**src/rtl/as_pkg.sv**
```systemverilog
// Shared types and constants for the add/sub result FIFO.
// `DATA_WIDTH sets the add/sub operand width; the FIFO result word is one bit wider.
`ifndef DATA_WIDTH
`define DATA_WIDTH 8
`endif

package as_pkg;

    localparam int AS_RESFIFO_DEPTH_DEF = 8;

    // One stored FIFO word: the opcode tag above the add/sub result (carry/borrow in MSB)
    typedef struct packed {
        logic                 opcode;
        logic [`DATA_WIDTH:0] result;
    } as_entry_t;

endpackage

```
**src/rtl/as_fifo_ram.sv**
```systemverilog
// FIFO storage: one synchronous write port and one asynchronous read port.
// Contents are deliberately not reset; occupancy is tracked by the pointers.
module as_fifo_ram #(
    parameter int DEPTH  = 8,
    parameter int WORD_W = 10
) (
    input  logic                     clk,
    input  logic                     we,
    input  logic [$clog2(DEPTH)-1:0] waddr,
    input  logic [WORD_W-1:0]        wdata,
    input  logic [$clog2(DEPTH)-1:0] raddr,
    output logic [WORD_W-1:0]        rdata
);

    logic [WORD_W-1:0] mem [DEPTH];

    // Write the incoming word on a push
    always_ff @(posedge clk) begin
        if (we) begin
            mem[waddr] <= wdata;
        end
    end

    assign rdata = mem[raddr];

endmodule

```
**src/rtl/as_result_fifo.sv**
```systemverilog
// First-word-fall-through FIFO for add/sub results tagged with their opcode.
// Optional feature: define AS_RESFIFO_DROPCNT_EN to add an 8-bit saturating
// drop_cnt output counting results dropped because the FIFO was full.
module as_result_fifo
    import as_pkg::*;
#(
    parameter int DEPTH = AS_RESFIFO_DEPTH_DEF,
    parameter int WIDTH = `DATA_WIDTH + 1
) (
    input  logic                   clk,
    input  logic                   reset_n,
    input  logic                   res_valid,
    input  logic [WIDTH-1:0]       res_in,
    input  logic                   opcode_in,
    output logic                   out_valid,
    input  logic                   out_ready,
    output logic [WIDTH-1:0]       out_data,
    output logic                   out_opcode,
    output logic [$clog2(DEPTH):0] count,
`ifdef AS_RESFIFO_DROPCNT_EN
    output logic [7:0]             drop_cnt,
`endif
    output logic                   full,
    output logic                   empty
);

    localparam int AW = $clog2(DEPTH);
    localparam int PW = AW + 1;

    logic [PW-1:0]  wr_ptr;
    logic [PW-1:0]  rd_ptr;
    logic [PW-1:0]  count_q;
    logic           push;
    logic           pop;
    logic [WIDTH:0] head_word;

    // Pointers carry one extra wrap bit so full and empty are distinguishable
    assign empty     = (wr_ptr == rd_ptr);
    assign full      = (wr_ptr[AW] != rd_ptr[AW]) && (wr_ptr[AW-1:0] == rd_ptr[AW-1:0]);
    assign out_valid = !empty;

    // A pop frees a slot in the same cycle, so a full FIFO still accepts a result
    assign pop  = out_valid && out_ready;
    assign push = res_valid && (!full || pop);

    as_fifo_ram #(
        .DEPTH  (DEPTH),
        .WORD_W (WIDTH + 1)
    ) u_ram (
        .clk   (clk),
        .we    (push),
        .waddr (wr_ptr[AW-1:0]),
        .wdata ({opcode_in, res_in}),
        .raddr (rd_ptr[AW-1:0]),
        .rdata (head_word)
    );

    // Head word is masked to zero while empty so stale memory never leaks out
    assign out_data   = empty ? '0 : head_word[WIDTH-1:0];
    assign out_opcode = empty ? 1'b0 : head_word[WIDTH];
    assign count      = count_q;

    // Advance pointers and occupancy on push/pop
    always_ff @(posedge clk or negedge reset_n) begin
        if (!reset_n) begin
            wr_ptr  <= '0;
            rd_ptr  <= '0;
            count_q <= '0;
        end else begin
            if (push) begin
                wr_ptr <= wr_ptr + PW'(1);
            end
            if (pop) begin
                rd_ptr <= rd_ptr + PW'(1);
            end
            if (push && !pop) begin
                count_q <= count_q + PW'(1);
            end else if (pop && !push) begin
                count_q <= count_q - PW'(1);
            end
        end
    end

`ifdef AS_RESFIFO_DROPCNT_EN
    // Count results lost to a full FIFO, saturating at 255
    always_ff @(posedge clk or negedge reset_n) begin
        if (!reset_n) begin
            drop_cnt <= '0;
        end else if (res_valid && !push && (drop_cnt != 8'hFF)) begin
            drop_cnt <= drop_cnt + 8'd1;
        end
    end
`endif

endmodule

```
**config.mk**
```make
export PLATFORM = sky130hd
export DESIGN_NAME = as_result_fifo
export DESIGN_NICKNAME = d
export VERILOG_FILES = /design/src/rtl/as_pkg.sv /design/src/rtl/as_fifo_ram.sv /design/src/rtl/as_result_fifo.sv
export SDC_FILE = /design/constraint.sdc
export NUM_CORES = 1
export LEC_CHECK = 0
export BUFFER_PORTS_ARGS = -buffer_cell sky130_fd_sc_hd__buf_2
export CAP_MARGIN = 20
export CORE_MARGIN = 2
export CORE_UTILIZATION = 46
export DETAILED_ROUTE_END_ITERATION = 16
export PLACE_DENSITY = 0.66
export SYNTH_ARGS = -nofsm -noshare
export SYNTH_HDL_FRONTEND = slang
export SYNTH_SLANG_ARGS = --single-unit
```
**constraint.sdc**
```tcl
create_clock -name clk -period 2.5 [get_ports clk]
set_input_delay 0.125 -clock clk [delete_from_list [all_inputs] [get_ports clk]]
set_output_delay 0.125 -clock clk [all_outputs]
set_load 0.1 [all_outputs]
```
==> results of run 1 <==
## cells in the mapped netlist (2+ instances only)
| master | count | share of area |
|---|---|---|
| nor3_1 | 7 | 0.0089 |
| inv_1 | 4 | 0.0038 |
| mux2_2 | 2 | 0.0057 |
| xnor2_4 | 3 | 0.021 |
| nor2_1 | 14 | 0.013 |
| mux2i_1 | 11 | 0.028 |
| edfxtp_1 | 80 | 0.61 |
| o311ai_1 | 2 | 0.0044 |
| nand4_1 | 3 | 0.0048 |
| mux4_2 | 20 | 0.11 |
| xnor2_1 | 6 | 0.013 |
| o31ai_1 | 2 | 0.0038 |
| nor4_1 | 3 | 0.0048 |
| buf_6 | 3 | 0.0086 |
| buf_4 | 4 | 0.0076 |
| nand2_1 | 8 | 0.0076 |
| o21ai_0 | 2 | 0.0025 |
| clkbuf_1 | 3 | 0.0029 |
| dfrtp_1 | 12 | 0.076 |
| buf_2 | 4 | 0.0051 |
| ha_1 | 5 | 0.016 |
## kinds of logic after synthesis
family,count (synthesis),synth area share
buffers and inverters,18,0.0279
and+or+nand+nor,41,0.0524
xor gates and xnor gates,10,0.0384
AOI/OAI and AO/OA,11,0.0238
DFF,92,0.686
adders and majority gates,6,0.0210
muxes,34,0.151
## path summary, 6_finish.rpt
check / start / cells after the start / endpoint / slack [ps]
worst max-delay path: rd_ptr[0] / 11 / count[3] / 100
worst min register to register: count[2] / 2 / count[2] / 530
min in group asynchronous: reset_n / 2 / count[3] / 200
worst max register to register: rd_ptr[0] / 11 / count[3] / 100
max in group asynchronous: reset_n / 2 / rd_ptr[0] / 2050
worst min-delay path: res_in[1] / 1 / u_ram.mem[4][1] / 40
## registers in the layout (all words and copies together) (netlist names)
register / cells
u_ram.mem: 80
count: 4
rd_ptr: 4
wr_ptr: 4
## per-stage QoR
step	hold slack [ps]	TNS [ps]	cell area [µm²]
floorplan	-171	-7090	4080
detailed placement	29.3	0	4450
global route	20.1	-19.8	4740
CTS	28.2	0	4650
finish	36.2	0	4740
global placement	25.7	0	4450
## critical path: cells and delay by family (launching register included)
family                     cells  cell delay (ps)
xor gates and xnor gates       1              220
and+or+nand+nor                1              130
AOI/OAI and AO/OA              4              770
adders and majority gates      2              360
DFF                            1              460
buffers and inverters          2              130
muxes                          1              200
## final cells by class
class	count	area (µm²)	share of cell area
clock inverter	6	63.8	0.0135
multi-input combinational	102	1280	0.270
timing repair buffer	56	417	0.0879
tap	105	131	0.0277
clock buffer	9	124	0.0261
sequential	92	2710	0.571
inverter	4	20.0	0.00422
## metal layers
metal,vias to the layer above,global-route usage,share of wire
met1,1053,0.237,0.46
met3,10,0.0442,0.033
met5,-,0,0.0018
met4,2,0.0563,0.013
li1,947,-,-
met2,40,0.256,0.50
## what timing repair did
action / 4_1_cts / 5_1_grt
resized for setup: 1 / 9
setup buffers: 0 / 7
endpoints found under the hold margin: 12 / 0
pin swaps: 0 / 4
hold buffers: 1 / 0
endpoints found under the setup margin: 10 / 11
==> impl_metrics.ini, run 1 <==
[drt]
drt-initial-drc-count = 133
drt_wl_total_um = 7050
post_drt_wl_per_cell_um = 18.8
firstDrtPassIters = 4
via_count = 2052
viasPerCell = 5.49
post-route-drc-count = 0
drtAntennaViolNets = 0

[grt]
grt_max_degree = 24
overflow = 0
grt_pass1_wl_um = 10800
antenna_found_initial = 1
grt_pass1_vias = 1930
track_usage = 0.167

[timing]
relSlewSlack = 0.679
skew_ps = 9.86
fin_crit_sh = 0.959
max_freq_mhz = 417
setup_viol = 0
tightest_slew_ps = 485
slew_violations = 0
finalCriticalPeriod_ps = 2400
hold_viol = 0
setup_slack_ps = 102

[cts]
htree_levels = 3
path_clk_slew_ps = 90
tritoncts = yes
cts_num_sinks = 92
clockRootBuffer = clkbuf_8
cts_buffers = 9
clk_latency_ps = 350
clockBufferDepth = 2

[floorplanning]
core_um2 = 8260
die_y_um = 96.6
die_area_um2 = 9320
floorplan.initialDensity = 0.477
fp-row-count = 33
die_w_um = 96.6
io_pins = 31

[synthesis]
ys_seq_area_frac = 0.686
yosys_warnings = 0
synthArstFlopShare = 0.130
ys_ff_latch = 92
synth_cell_type_count = 35
synth_nets = 232
synth_area_per_cell_um2 = 18.6
syn_inst = 212
synth_enable_flop_cells = 80
dominantRegCellSynth = edfxtp_1
syn_area_um2 = 3940

[setup_path]
start_kind = register
crit_type = reg -> reg
cpPeakStageDelay_ps = 460
crit_arrival_ps = 2630
endpoint_kind = register
path_cells = xnor2_4 -> nand3_4 -> o31ai_4 -> inv_2 -> ha_4 -> clkinv_4 -> ha_4 -> a21o_1 -> a21oi_2 -> mux2i_1 -> o31ai_1
crit_path_max_fanout = 6
worstPathRequired_ps = 2740
crit_top_cell = ha_4
cpMaxStageDelayCell = dfrtp_2

[placed_design]
numPlacedInstances = 350
gp_congestion = 0.799
place_ws_ps = 115
dp_hpwl_um = 4180
io_buffers = 30

[job]
maxCapViolations = 0

[finish]
n_antenna_cell = 0
instances_no_fill = 374
nFillCells = 655
drive_gt1_frac = 0.450
final_common_cell = edfxtp_1
final_cell_mix = 80 x edfxtp_1, 27 x buf_2, 22 x buf_4
post-route-util = 0.574
area_growth_pct = 20.3
fin_nets = 285

[min_path]
hold_path_class = in -> reg

[outcome]
status = complete, no violations
Power of run 1 is not shown: default switching activity piles up to over one toggle a cycle in this logic, so the estimate is an artifact.
==> run 2, diff against run 1 <==
- CORE_MARGIN: 2 -> 1.5
==> impl_metrics.ini, run 2 (same netlist as run 1, synthesis figures left out) <==
[outcome]
status = complete, no violations

[drt]
viasPerCell = 5.40
post_drt_wl_per_cell_um = 18.8
drt-initial-drc-count = 89
firstDrtPassIters = 4
via_count = 2018
drt_wl_total_um = 7030
post-route-drc-count = 0
drtAntennaViolNets = 0

[finish]
regMostFlops = u_ram.mem
instances_no_fill = 374
seq_area_um2 = 2710
largest_reg_flops = 80
n_antenna_cell = 0
fin_nets = 285
nFillCells = 639
final_cell_mix = 80 x edfxtp_1, 27 x buf_2, 22 x buf_4
drive_gt1_frac = 0.446
area_growth_pct = 20.5
final_common_cell = edfxtp_1
multi_input_area_um2 = 1290

[placed_design]
gp_congestion = 0.754
numPlacedInstances = 352
io_buffers = 30
place_ws_ps = 101
dp_hpwl_um = 4680

[min_path]
hp-start = res_in[6]
hold_path_class = in -> reg

[cts]
cts_num_sinks = 92
clockBufferDepth = 2
path_clk_slew_ps = 90
cts_buffers = 9
clk_latency_ps = 340
tritoncts = yes
clockRootBuffer = clkbuf_8
htree_levels = 3

[grt]
antenna_found_initial = 0
grt_pass1_vias = 2077
grt_max_degree = 24
track_usage = 0.171
overflow = 0
grt_pass1_wl_um = 11000

[timing]
hold_viol = 0
setup_viol = 0
setup_slack_ps = 92.0
slew_violations = 0
skew_ps = 12.4
tightest_slew_ps = 989
relSlewSlack = 0.336
fin_crit_sh = 0.963
finalCriticalPeriod_ps = 2410
max_freq_mhz = 415

[setup_path]
start_kind = register
r2r_start = rd_ptr[0]
crit_path_max_fanout = 5
crit_arrival_ps = 2640
endpoint_kind = register
crit_start = rd_ptr[0]
worstPathRequired_ps = 2740
crit_type = reg -> reg

[floorplanning]
io_pins = 31
die_w_um = 95.6
fp-row-count = 33
die_area_um2 = 9130
floorplan.initialDensity = 0.477
core_um2 = 8260
die_y_um = 95.6

[job]
maxCapViolations = 0
-- run 2: critical path, cell delays in order, from the launching register on --
cell	delay [ps]
dfrtp_2	470
xnor2_4	220
nand3_4	130
o31ai_4	310
inv_2	70
ha_4	190
inv_6	60
ha_4	180
a21o_1	230
a21oi_2	160
mux2i_1	190
o31ai_1	80
-- run 2: metal layers --
| layer | up-vias | part of all wire | wire length, µm | track usage |
|---|---|---|---|---|
| met5 | - | 0 | 0 | 0 |
| met4 | 0 | 0.0060 | 42 | 0.0723 |
| met3 | 2 | 0.035 | 245 | 0.0263 |
| met2 | 29 | 0.51 | 3610 | 0.268 |
| met1 | 1039 | 0.45 | 3140 | 0.238 |
| li1 | 948 | - | - | - |
-- run 2: timing repair --
action                                  CTS  global route
gates resized for setup                   2             6
endpoints found under the setup margin   10            13
hold buffers                              1             0
hold endpoints to repair                 12             0
setup buffers                             0             5
pin swaps                                 0             4
-- run 2: area by class of cell --
cell class,count,share of cell area
Multi-Input combinational cell,102,0.271
Sequential cell,92,0.570
Clock buffer,9,0.0261
Inverter,4,0.00422
Clock inverter,6,0.0134
Timing Repair Buffer,56,0.0877
Tap cell,105,0.0277
-- run 2: per-stage QoR --
stage                     area [µm²]  setup TNS (ps)   util  hold slack [ps]
after floorplan                 4080           -7090      -             -171
after global placement          4470               0  0.541             24.9
after detailed placement        4470               0  0.541             18.2
after CTS                       4670               0  0.566             34.9
after global routing            4750           -2.85  0.575             46.2
final                           4750               0  0.575             49.6
-- run 2: worst paths after layout --
| check | to | slack (ps) | depth (start not counted) |
|---|---|---|---|
| setup / recovery | count[3] | 90 | 11 |
| hold / removal | u_ram.mem[2][6] | 50 | 1 |
| setup reg to reg | count[3] | 90 | 11 |
| hold reg to reg | count[2] | 530 | 2 |
| max in group asynchronous | wr_ptr[0] | 2080 | 2 |
| min in group asynchronous | count[2] | 190 | 2 |
Power of run 2 is left out for the same reason.
==> run 3, diff against run 2 <==
- CORE_UTILIZATION: 46 -> 30
- PLACE_DENSITY: 0.66 -> not set
==> impl_metrics.ini, run 3 (same netlist as run 1, synthesis figures left out) <==
[timing]
tns_ps = 0
hold_viol = 0
slew_violations = 0
relSlewSlack = 0.319
setup_viol = 0
skew_ps = 7.34
tightest_slew_ps = 1010
max_freq_mhz = 413
fin_crit_sh = 0.968
finalCriticalPeriod_ps = 2420

[setup_path]
r2r_cells = 11
crit_type = reg -> reg
endpoint_kind = register
r2r_start = wr_ptr[0]
reg2reg_slack_ps = 80
crit_arrival_ps = 2640
start_kind = register
crit_path_max_fanout = 9
worstPathRequired_ps = 2720
r2r_end = count[3]

[placed_design]
gp_congestion = 0.736
io_buffers = 30
dp_hpwl_um = 4740

[cts]
cts_num_sinks = 92
clockRootBuffer = clkbuf_16
clockBufferDepth = 2
cts_buffers = 9
path_clk_slew_ps = 70
tritoncts = yes
htree_levels = 3
clk_latency_ps = 340

[grt]
antenna_found_initial = 0
grt_max_degree = 24
grt_pass1_vias = 2085
track_usage = 0.116
overflow = 0
grt_pass1_wl_um = 11900

[floorplanning]
floorplan.initialDensity = 0.310
core_um2 = 12700
die_w_um = 118
fp-row-count = 41
die_y_um = 118
io_pins = 31
die_area_um2 = 13800

[min_path]
hp-start = res_in[6]
hold_depth = 1
hold_path_class = in -> reg
holdPathEnd = u_ram.mem[7][6]

[finish]
final_cell_mix = 80 x edfxtp_1, 27 x buf_2, 20 x mux4_2
drive_gt1_frac = 0.434
regMostFlops = u_ram.mem
n_antenna_cell = 0
area_growth_pct = 23.7
final_common_cell = edfxtp_1
fin_nets = 280
multi_input_area_um2 = 1280
seq_area_um2 = 2710
largest_reg_flops = 80
nFillCells = 1209

[drt]
post_drt_wl_per_cell_um = 17.2
drt-initial-drc-count = 132
firstDrtPassIters = 4
via_count = 2019
viasPerCell = 4.62
drt_wl_total_um = 7500
post-route-drc-count = 0
drtAntennaViolNets = 0

[job]
maxCapViolations = 0

[outcome]
status = complete, no violations
[run 3: worst max-delay path: stages (launching register included)]
cell and delay [ps]:
dfrtp_2 450, xnor2_4 220, nand3_4 150, o31ai_4 270
inv_1 100, ha_4 190, inv_4 80, ha_4 190
a21o_1 210, a21oi_2 150, mux2i_1 210, o31ai_1 90
[run 3: metrics by stage]
stage	util	std cells	instance area, µm²	worst slack (ps)	hold WS (ps)
after CTS	0.381	436	4840	13.8	47.5
after global placement	0.358	419	4550	194	20.7
final	0.383	437	4880	81.0	65.3
after detailed placement	0.358	419	4550	79.7	41.6
after floorplan	-	212	4080	-907	-171
after global routing	0.383	437	4880	-6.80	67.8
[run 3: metal layers]
layer	wire length, µm	global-route usage	vias to the layer above
met5	0	0	-
met4	61	0.0412	0
met3	281	0.0310	7
met2	3620	0.179	34
met1	3540	0.158	1041
li1	-	-	937
[run 3: cell type report]
cell class,instances,share of cell area
clock buffer,12,0.0506
clock inverter,4,0.00667
inverter,4,0.00359
multi-input combinational,102,0.262
sequential,92,0.555
tap,172,0.0441
timing repair buffer,51,0.0780
[run 3: worst max path at each step]
stage,startpoint,depth (start not counted),endpoint
floorplan,wr_ptr[3],10,count[3]
global placement,wr_ptr[0],11,count[3]
detailed placement,wr_ptr[0],11,count[3]
CTS,rd_ptr[0],5,out_data[8]
global route,rd_ptr[0],11,count[3]
finish,wr_ptr[0],11,count[3]
[run 3: what timing repair did]
action | CTS | global route
pin swaps | 0 | 1
endpoints found under the setup margin | 10 | 16
gates cloned | 0 | 0
resized for setup | 1 | 7
setup buffers | 0 | 1
hold buffers | 1 | 0
hold endpoints to repair | 12 | 0
Power of run 3 is left out for the same reason.
